File: src/rtl/counter_share_ctrl.sv
// counter_share_ctrl: round-robin sequencer sharing one up-counter between NUM_REQ requesters.
// Revision 1.0 - initial release
`default_nettype none

module counter_share_ctrl #(
  parameter int NUM_REQ = 4,
  parameter int CNT_W   = 4
) (
  input  logic                     clk,
  input  logic                     reset,
  input  logic [NUM_REQ-1:0]       req,
  input  logic [NUM_REQ*CNT_W-1:0] len,
  output logic [NUM_REQ-1:0]       gnt,
  output logic [NUM_REQ-1:0]       done,
  output logic                     busy,
  output logic                     cnt_clr,
  output logic                     cnt_en,
  input  logic [CNT_W-1:0]         cnt_value,
  output logic                     wd_err
);

  localparam int                 IDX_W     = $clog2(NUM_REQ);
  localparam logic [IDX_W-1:0]   LAST_INIT = IDX_W'(NUM_REQ - 1);
  localparam logic [CNT_W:0]     WD_LAST   = {1'b1, {CNT_W{1'b0}}};

  typedef enum logic [1:0] {
    ST_IDLE  = 2'd0,
    ST_CLEAR = 2'd1,
    ST_RUN   = 2'd2,
    ST_DONE  = 2'd3
  } state_t;

  state_t             state_q;
  logic [NUM_REQ-1:0] gnt_q;
  logic [NUM_REQ-1:0] done_q;
  logic               cnt_clr_q;
  logic               wd_err_q;
  logic [IDX_W-1:0]   last_q;
  logic [IDX_W-1:0]   win_q;
  logic [CNT_W-1:0]   len_q;
  logic [CNT_W:0]     wd_q;
  logic [CNT_W:0]     wd_d;

  logic [CNT_W-1:0]   len_arr [NUM_REQ];
  logic               arb_found;
  logic [IDX_W-1:0]   arb_idx;
  logic [IDX_W-1:0]   cand;
  logic               req_win;
  logic               match;
  logic               wd_hit;

  for (genvar gi = 0; gi < NUM_REQ; gi++) begin : g_len
    assign len_arr[gi] = len[gi*CNT_W +: CNT_W];
  end

  // Scan from farthest to nearest so the requester closest after last_q wins.
  always_comb begin
    arb_found = 1'b0;
    arb_idx   = '0;
    cand      = '0;
    for (int k = NUM_REQ; k >= 1; k--) begin
      cand = IDX_W'((int'(last_q) + k) % NUM_REQ);
      if (req[cand]) begin
        arb_found = 1'b1;
        arb_idx   = cand;
      end
    end
  end

  assign req_win = req[win_q];
  assign match   = (cnt_value == len_q);
  assign wd_d    = wd_q + 1'b1;
  // wd_q counts completed RUN cycles; hitting WD_LAST means this is the last allowed one.
  assign wd_hit  = (wd_q == WD_LAST) && !match;

  always_ff @(posedge clk) begin
    if (!reset) begin
      state_q   <= ST_IDLE;
      gnt_q     <= '0;
      done_q    <= '0;
      cnt_clr_q <= 1'b1;
      wd_err_q  <= 1'b0;
      last_q    <= LAST_INIT;
      win_q     <= '0;
      len_q     <= '0;
      wd_q      <= '0;
    end else begin
      done_q <= '0;
      case (state_q)
        ST_IDLE: begin
          cnt_clr_q <= arb_found;
          if (arb_found) begin
            state_q <= ST_CLEAR;
            gnt_q   <= NUM_REQ'(1) << arb_idx;
            win_q   <= arb_idx;
            last_q  <= arb_idx;
            len_q   <= len_arr[arb_idx];
          end
        end
        ST_CLEAR: begin
          cnt_clr_q <= 1'b0;
          wd_q      <= '0;
          if (!req_win) begin
            state_q <= ST_IDLE;
            gnt_q   <= '0;
          end else begin
            state_q <= ST_RUN;
          end
        end
        ST_RUN: begin
          wd_q <= wd_d;
          if (!req_win) begin
            state_q <= ST_IDLE;
            gnt_q   <= '0;
            if (wd_hit) wd_err_q <= 1'b1;
          end else if (match) begin
            state_q <= ST_DONE;
            done_q  <= gnt_q;
          end else if (wd_hit) begin
            state_q  <= ST_IDLE;
            gnt_q    <= '0;
            wd_err_q <= 1'b1;
          end
        end
        ST_DONE: begin
          state_q <= ST_IDLE;
          gnt_q   <= '0;
        end
        default: begin
          state_q   <= ST_IDLE;
          gnt_q     <= '0;
          cnt_clr_q <= 1'b0;
        end
      endcase
    end
  end

  assign gnt     = gnt_q;
  assign done    = done_q;
  assign busy    = (state_q != ST_IDLE);
  assign cnt_clr = cnt_clr_q;
  assign cnt_en  = (state_q == ST_RUN) && req_win && !match;
  assign wd_err  = wd_err_q;

endmodule

`default_nettype wire

File: config.mk
export PLATFORM = sky130hd
export DESIGN_NAME = counter_share_ctrl
export DESIGN_NICKNAME = d
export VERILOG_FILES = /design/src/rtl/counter_share_ctrl.sv
export SDC_FILE = /design/constraint.sdc
export NUM_CORES = 1
export LEC_CHECK = 0
export ABC_CLOCK_PERIOD_IN_PS = 1500
export BUFFER_PORTS_ARGS = -buffer_cell sky130_fd_sc_hd__buf_2
export CORE_ASPECT_RATIO = 1.5
export CORE_MARGIN = 2
export CORE_UTILIZATION = 45
export CTS_CLUSTER_SIZE = 20
export DETAILED_ROUTE_END_ITERATION = 8
export HOLD_SLACK_MARGIN = 0.15
export PLACE_DENSITY = 0.7
export SYNTH_ARGS = -nofsm -noshare
export SYNTH_HDL_FRONTEND = slang
export SYNTH_SLANG_ARGS = --single-unit
export TNS_END_PERCENT = 1
File: constraint.sdc
create_clock -name clk -period 1.5 [get_ports clk]
set_input_delay 0.3 -clock clk [delete_from_list [all_inputs] [get_ports clk]]
set_output_delay 0.3 -clock clk [all_outputs]
set_load 0.01 [all_outputs]
# Word-level counts from Yosys, hierarchy flattened

Index checks and enable logic that the tools add are counted.

Output and inout port bits: 12
Register bits after elaboration: 25
Input port bits: 26
Logic and storage cells: 84

$add $sub $neg: 5
Bitwise operators: 1
Eq/ne operators: 11
Multiplexer cells: 38
Reduce and logical (&&, ||, !) cells: 13
Shift operators: 1
Magnitude comparators: 6

Operators by type and width:

| operator                                                                     | number |
|---|---|
| 4-bit two-way mux                                                            | 7 |
| 2-bit two-way mux                                                            | 9 |
| 4-bit one-hot mux with 4 select lines                                        | 1 |
| 2-bit by 3-bit less-than comparator with 1-bit output, second input constant | 5 |
| 1-bit two-way mux                                                            | 12 |
| 1-bit binary-select mux with 2-bit select                                    | 5 |
| 5-bit one-hot mux with 2 select lines                                        | 1 |
| 4-bit binary-select mux with 2-bit select                                    | 1 |
| 2-bit one-hot mux with 4 select lines                                        | 1 |
| 4-bit AND reduction                                                          | 2 |
| 2-bit != test, second input constant                                         | 3 |
| 3-bit != test, second input constant                                         | 2 |
| 2-bit AND reduction                                                          | 3 |
| 2-bit nonzero test                                                           | 3 |
| 5-bit by 1-bit adder with 5-bit output, second input constant                | 1 |
| 5-bit == test, second input constant                                         | 1 |
| 2-bit by 1-bit adder with 2-bit output, second input constant                | 2 |
| 2-bit adder, second input constant                                           | 2 |
| 2-bit == test, second input constant                                         | 2 |
| 4-bit == test                                                                | 1 |
| 4-bit != test, second input constant                                         | 1 |
| 1-bit by 2-bit << shifter with 4-bit output, first input constant            | 1 |
| 3-bit greater-or-equal comparator, second input constant                     | 1 |
| 1-bit logical AND                                                            | 3 |
| other kinds (5)                                                              | 5 |

# Depth between registers and ports, before layout

Word-level depth: 11
Depth in mapped cells: 7

# Worst setup path after synthesis

No wires, ideal clock.

Kind: register to register
From: register state_q[0]
To: register len_q[0]
Setup time: 0.138 ns
Required time: 1.362 ns
Clock period less this slack: 1.558 ns
Slack: -0.058 ns
Stages on the path, launching flop included: 8
Path buffers: 0
Arrival: 1.420 ns
Cells stage by stage: dfxtp_1 -> inv_1 -> ha_1 -> inv_1 -> nor2_1 -> nand2_1 -> a211oi_1 -> a211oi_1

Cells in the longest elaborated chain, start to end: 2

RTL lines:

| item                                 | RTL line | source |
|---|---|---|
| start: declaration                   | 33       | `state_t state_q;` |
| start signal: assignment             | 78       | `state_q <= ST_IDLE;` |
| start signal: assignment             | 93       | `state_q <= ST_CLEAR;` |
| start signal: assignment             | 104      | `state_q <= ST_IDLE;` |
| 2-bit logical NOT                    | 89       | `case (state_q)` |
| 2-bit AND reduction (no source line) | n/a      |  |
| end signal: assignment               | 97       | `len_q <= len_arr[arb_idx];` |
| end: declaration                     | 40       | `logic [CNT_W-1:0] len_q;` |

Every way passes these cells.
A chain may end at the register's enable or synchronous reset.

# Worst setup path in the final report

From: register win_q[0]
To: output port cnt_en

Cells in the longest elaborated chain, start to end: 4

RTL lines:

| item                                      | RTL line | source |
|---|---|---|
| start: declaration                        | 39       | `logic [IDX_W-1:0] win_q;` |
| start signal: assignment                  | 95       | `win_q <= arb_idx;` |
| 1-bit binary-select mux with 2-bit select | 70       | `assign req_win = req[win_q];` |
| 1-bit two-way mux (implied by the code)   | 70       |  |
| 1-bit logical AND (2 in a row)            | 142      | `assign cnt_en = (state_q == ST_RUN) && req_win && !match;` |
| end: declaration                          | 17       | `output logic cnt_en,` |

Every way passes these cells. The select of a mux whose other input is x is not followed.

==> flow_summary.html <==
<table>
<tr><th>Metric</th><th>Value</th></tr>
<tr><th colspan="2">STA</th></tr>
<tr><td>Relative slew margins</td><td>between 70 and 80%</td></tr>
<tr><td>Setup-violating endpoint count in the final report</td><td>6</td></tr>
<tr><td>Fmax</td><td>around 600 MHz</td></tr>
<tr><td>Clock Skew</td><td>around 0.0023 ns</td></tr>
<tr><td>Share of the clock period used by the worst path</td><td>114%</td></tr>
<tr><td>Transition time at the pin with the least slew margin</td><td>around 0.37 ns</td></tr>
<tr><td>Final hold violations</td><td>0</td></tr>
<tr><td>Slack of the critical path</td><td>-0.212 ns</td></tr>
<tr><td>Number of pins with negative max-slew slack in the final report</td><td>0</td></tr>
<tr><td>RSZ-0062 raised after global routing</td><td>true</td></tr>
<tr><td>Final critical path time including I/O delays and setup</td><td>approximately 1.7 ns</td></tr>
<tr><th colspan="2">Power</th></tr>
<tr><td>Largest voltage drop on the vdd net</td><td>around 0.00056 V</td></tr>
<tr><td>Switching power share of the total</td><td>a little under a third</td></tr>
<tr><td>Proportion of power drawn by combinational gates</td><td>30.8%</td></tr>
<tr><td>Leakage power</td><td>0.000838 µW</td></tr>
<tr><td>Clock share of power</td><td>a little under a quarter</td></tr>
<tr><td>Power density normalized to cell area</td><td>approximately 900 nW/µm²</td></tr>
<tr><td>Net switching component of the power</td><td>530 µW</td></tr>
<tr><td>Internal power of the cells</td><td>1170 µW</td></tr>
<tr><td>Share of power burned in registers</td><td>a little under half</td></tr>
<tr><th colspan="2">Clock tree</th></tr>
<tr><td>Cell at the root of the clock tree</td><td>sky130_fd_sc_hd__clkbuf_8</td></tr>
<tr><td>Max clock buf depth</td><td>2</td></tr>
<tr><td>Post-CTS clock slew at the launch and capture registers of the worst setup and hold paths</td><td>roughly 0.090 ns</td></tr>
<tr><td>Maximum level of the CTS H-tree</td><td>1</td></tr>
<tr><td>Clock tree from TritonCTS</td><td>done</td></tr>
<tr><td>Clock buffers created by TritonCTS</td><td>3</td></tr>
<tr><td>Clock latency on the worst-skew pair</td><td>around 0.27 ns</td></tr>
<tr><td>Total clock sinks</td><td>25</td></tr>
<tr><th colspan="2">Final layout</th></tr>
<tr><td>Share of post-route cells with drive strength above 1</td><td>49.3%</td></tr>
<tr><td>Area growth from synthesis to layout</td><td>44.1%</td></tr>
<tr><td>Inserted Diodes</td><td>0</td></tr>
<tr><td>Total Nets Final</td><td>243</td></tr>
<tr><td>Most frequent cells in the layout</td><td>sky130_fd_sc_hd__buf_2, sky130_fd_sc_hd__buf_4, sky130_fd_sc_hd__dfxtp_1</td></tr>
<tr><td>Commonest non-fill, non-tap cell in the layout</td><td>sky130_fd_sc_hd__buf_2</td></tr>
<tr><td>Post-Route Utilization</td><td>between 60 and 70%</td></tr>
<tr><th colspan="2">Critical path</th></tr>
<tr><td>Last element of the critical path</td><td>cnt_en</td></tr>
<tr><td>Kind of start point of the critical path</td><td>register</td></tr>
<tr><td>Bufs and invs on worst path</td><td>1</td></tr>
<tr><td>Critical path capture point type</td><td>output pin</td></tr>
<tr><td>Stages on worst setup path</td><td>4</td></tr>
<tr><td>Cells on worst reg2reg path</td><td>6</td></tr>
<tr><td>Worst setup path category</td><td>reg -&gt; out</td></tr>
<tr><td>CP top delay family</td><td>multiplexers</td></tr>
<tr><td>Launch point of the worst reg-to-reg path</td><td>win_q[0]</td></tr>
<tr><td>Internal reg-to-reg setup slack</td><td>-0.13 ns</td></tr>
<tr><td>Worst EP required</td><td>between 1 and 1.5 ns</td></tr>
<tr><td>R2R Path End</td><td>gnt[1]</td></tr>
<tr><td>Cell with the biggest individual delay on the critical path</td><td>sky130_fd_sc_hd__mux4_2</td></tr>
<tr><td>Stage delay of the slowest cell on the critical path</td><td>between 0.5 and 0.6 ns</td></tr>
<tr><td>Top fanout value on the critical path</td><td>2</td></tr>
<tr><td>Cell-by-cell trace of the critical path</td><td>mux4_2 &gt; nand2_2 &gt; nor2_1 &gt; buf_2</td></tr>
<tr><td>Critical Path AT</td><td>around 1.4 ns</td></tr>
<tr><td>Timing startpoint of the critical path</td><td>win_q[0]</td></tr>
<tr><th colspan="2">Synthesis</th></tr>
<tr><td>Number of enable flip-flop cells after synthesis</td><td>0</td></tr>
<tr><td>Flip-flop and latch count after synthesis</td><td>25</td></tr>
<tr><td>Yosys top cell by area</td><td>sky130_fd_sc_hd__dfxtp_1</td></tr>
<tr><td>Average size of a mapped cell</td><td>approximately 9 µm²</td></tr>
<tr><td>Ranking of synthesized cells by area</td><td>sky130_fd_sc_hd__dfxtp_1, sky130_fd_sc_hd__a211oi_1, sky130_fd_sc_hd__ha_1</td></tr>
<tr><td>Register area share after synthesis</td><td>37.9%</td></tr>
<tr><td>Primary FF master, synth</td><td>sky130_fd_sc_hd__dfxtp_1</td></tr>
<tr><td>Count of unique library cells instantiated by Yosys</td><td>37</td></tr>
<tr><td>Netlist area before placement</td><td>between 1000 and 1500 µm²</td></tr>
<tr><td>Post-Syn Instances</td><td>between 100 and 150</td></tr>
<tr><td>Syn nets</td><td>180</td></tr>
<tr><td>Area share of the largest cell type after synthesis</td><td>between 30% and 40%</td></tr>
<tr><td>Yosys warnings</td><td>0</td></tr>
<tr><td>Post-synth ARST share</td><td>0%</td></tr>
<tr><th colspan="2">Place</th></tr>
<tr><td>Final estimated routing congestion in global placement</td><td>approximately 0.77</td></tr>
<tr><td>Port Buffer Count</td><td>37</td></tr>
<tr><td>Half-perimeter wire length after detailed placement</td><td>2470 µm</td></tr>
<tr><td>Place WS</td><td>-0.166 ns</td></tr>
<tr><th colspan="2">GRT</th></tr>
<tr><td>Combined global-route utilization of all metal layers</td><td>a little over a fifth</td></tr>
<tr><td>Number of global-route vias before repair</td><td>1,387</td></tr>
<tr><td>Leftover overflow at the end of global routing</td><td>0</td></tr>
<tr><td>Initial antenna violation count</td><td>0</td></tr>
<tr><td>Largest net degree at the start of global routing</td><td>22</td></tr>
<tr><td>First-pass GRT wire length</td><td>about 5400 µm</td></tr>
<tr><th colspan="2">Detailed routing</th></tr>
<tr><td>Drt wl/cell</td><td>~14 µm</td></tr>
<tr><td>Remaining antenna violation count</td><td>0</td></tr>
<tr><td>Pre-Repair DR Iteration Count</td><td>4</td></tr>
<tr><td>Initial drt markers</td><td>37</td></tr>
<tr><td>Detailed-route via count</td><td>approximately 1,300</td></tr>
<tr><td>Vias per inst</td><td>roughly 5.3</td></tr>
<tr><td>DRC violations left</td><td>0</td></tr>
<tr><td>Final WL</td><td>about 3500 µm</td></tr>
<tr><th colspan="2">Die</th></tr>
<tr><td>Area of the die</td><td>between 3000 and 4000 µm²</td></tr>
<tr><td>Cell Rows</td><td>24</td></tr>
<tr><td>Starting Density</td><td>a little under half</td></tr>
<tr><td>Die height</td><td>around 70 µm</td></tr>
<tr><td>Horizontal extent of the die</td><td>between 40 and 50 µm</td></tr>
<tr><td>Top-level I/O count</td><td>38</td></tr>
<tr><td>Core footprint</td><td>2850 µm²</td></tr>
<tr><th colspan="2">Status</th></tr>
<tr><td>Result of the run</td><td>finished, violations left</td></tr>
<tr><td>Violations in the final reports</td><td>setup timing</td></tr>
<tr><th colspan="2">Worst hold path</th></tr>
<tr><td>Path category of the worst min-delay check</td><td>in -&gt; reg</td></tr>
<tr><td>Worst Min Path Start</td><td>len[6]</td></tr>
<tr><th colspan="2">Run</th></tr>
<tr><td>Max Cap Violations</td><td>0</td></tr>
</table>
==> registers in the layout (all words and copies together) (netlist names) <==
name,count
wd_q,5
state_q,2
len_q,4
wd_err,1
last_q,2
win_q,2
gnt,4
done,4
cnt_clr,1
==> cells in the mapped netlist, types with 3 or more instances <==
master                     number
sky130_fd_sc_hd__dfxtp_1       25
sky130_fd_sc_hd__nor2_1        15
sky130_fd_sc_hd__a211oi_1      12
sky130_fd_sc_hd__inv_1         12
sky130_fd_sc_hd__nand2_1       12
sky130_fd_sc_hd__o21ai_0        7
sky130_fd_sc_hd__xor2_1         7
sky130_fd_sc_hd__and2_1         6
sky130_fd_sc_hd__mux2i_1        6
sky130_fd_sc_hd__ha_1           5
sky130_fd_sc_hd__nand2b_1       4
sky130_fd_sc_hd__o22ai_1        4
sky130_fd_sc_hd__a21oi_1        3
sky130_fd_sc_hd__clkbuf_1       3
sky130_fd_sc_hd__nor2b_1        3
==> power groups by stage <==
| stage | combinational, µW | clock [µW] | sequential (µW) |
|---|---|---|---|
| floorplan | 275 | 0 | 771 |
| global placement | 433 | 0 | 770 |
| detailed placement | 445 | 0 | 773 |
| CTS | 488 | 412 | 770 |
| global route | 573 | 434 | 779 |
| finish | 525 | 406 | 772 |
==> per-stage QoR <==
stage | instances | hold slack [ns] | cell area, µm² | TNS, ns | power [µW]
6_report | 250 | 0.363 | 1900 | -0.742 | 1700
5_1_grt | 250 | 0.379 | 1900 | -1.40 | 1790
4_1_cts | 250 | 0.370 | 1850 | -0.731 | 1670
3_5_place_dp | 243 | 0.475 | 1700 | -1.73 | 1220
3_3_place_gp | 243 | 0.461 | 1700 | -0.987 | 1200
2_1_floorplan | 149 | 0.466 | 1320 | -0.0960 | 1050
==> metal layers <==
metal / share of wire (%) / up-vias / routed length, µm / GRT usage [%]
met4: 2.1 / 0 / 74 / 9.01
met1: 38 / 634 / 1320 / 20.8
met5: 0 / - / 0 / 0
li1: - / 644 / - / -
met3: 3.4 / 8 / 116 / 3.62
met2: 56 / 31 / 1940 / 40.2
==> worst register-to-register path: stages (launching register included) <==
cell,delay (ns)
sky130_fd_sc_hd__dfxtp_2,0.35
sky130_fd_sc_hd__mux4_2,0.54
sky130_fd_sc_hd__buf_4,0.17
sky130_fd_sc_hd__o221ai_1,0.08
sky130_fd_sc_hd__buf_4,0.15
sky130_fd_sc_hd__nand2_1,0.08
sky130_fd_sc_hd__o22ai_1,0.18
==> cells by family after synthesis <==
family | synth area share (%)
simple gates | 21.2
compound gates | 19.4
flops | 37.9
buf+inv | 5.12
xor+xnor | 5.31
mux | 6.26
fa+ha+maj | 4.74
==> repair_timing <==
action                     in CTS  in global routing
resized for setup              20                 14
hold buffers                    0                  0
setup endpoints to repair      19                 17
pin swaps                       8                  1
buffers inserted                3                  0
==> worst min path at each step <==
stage	endpoint	slack (ns)	cells past startpoint
6_report	len_q[2]	0.36	3
5_1_grt	len_q[0]	0.38	3
4_1_cts	len_q[0]	0.37	3
3_5_place_dp	done[1]	0.48	1
3_3_place_gp	done[1]	0.46	1
2_1_floorplan	state_q[1]	0.47	2
==> cell type report <==
cell class              count  area (µm²)
fillers                   243         951
inverters                  12        45.0
repair buffers             62         373
clock buffers               3        41.3
clock inverters             1        7.51
multi-input cells         108         875
well taps                  39        48.8
flip-flops and latches     25         512
No activity file was read; power rests on OpenSTA's default activity.
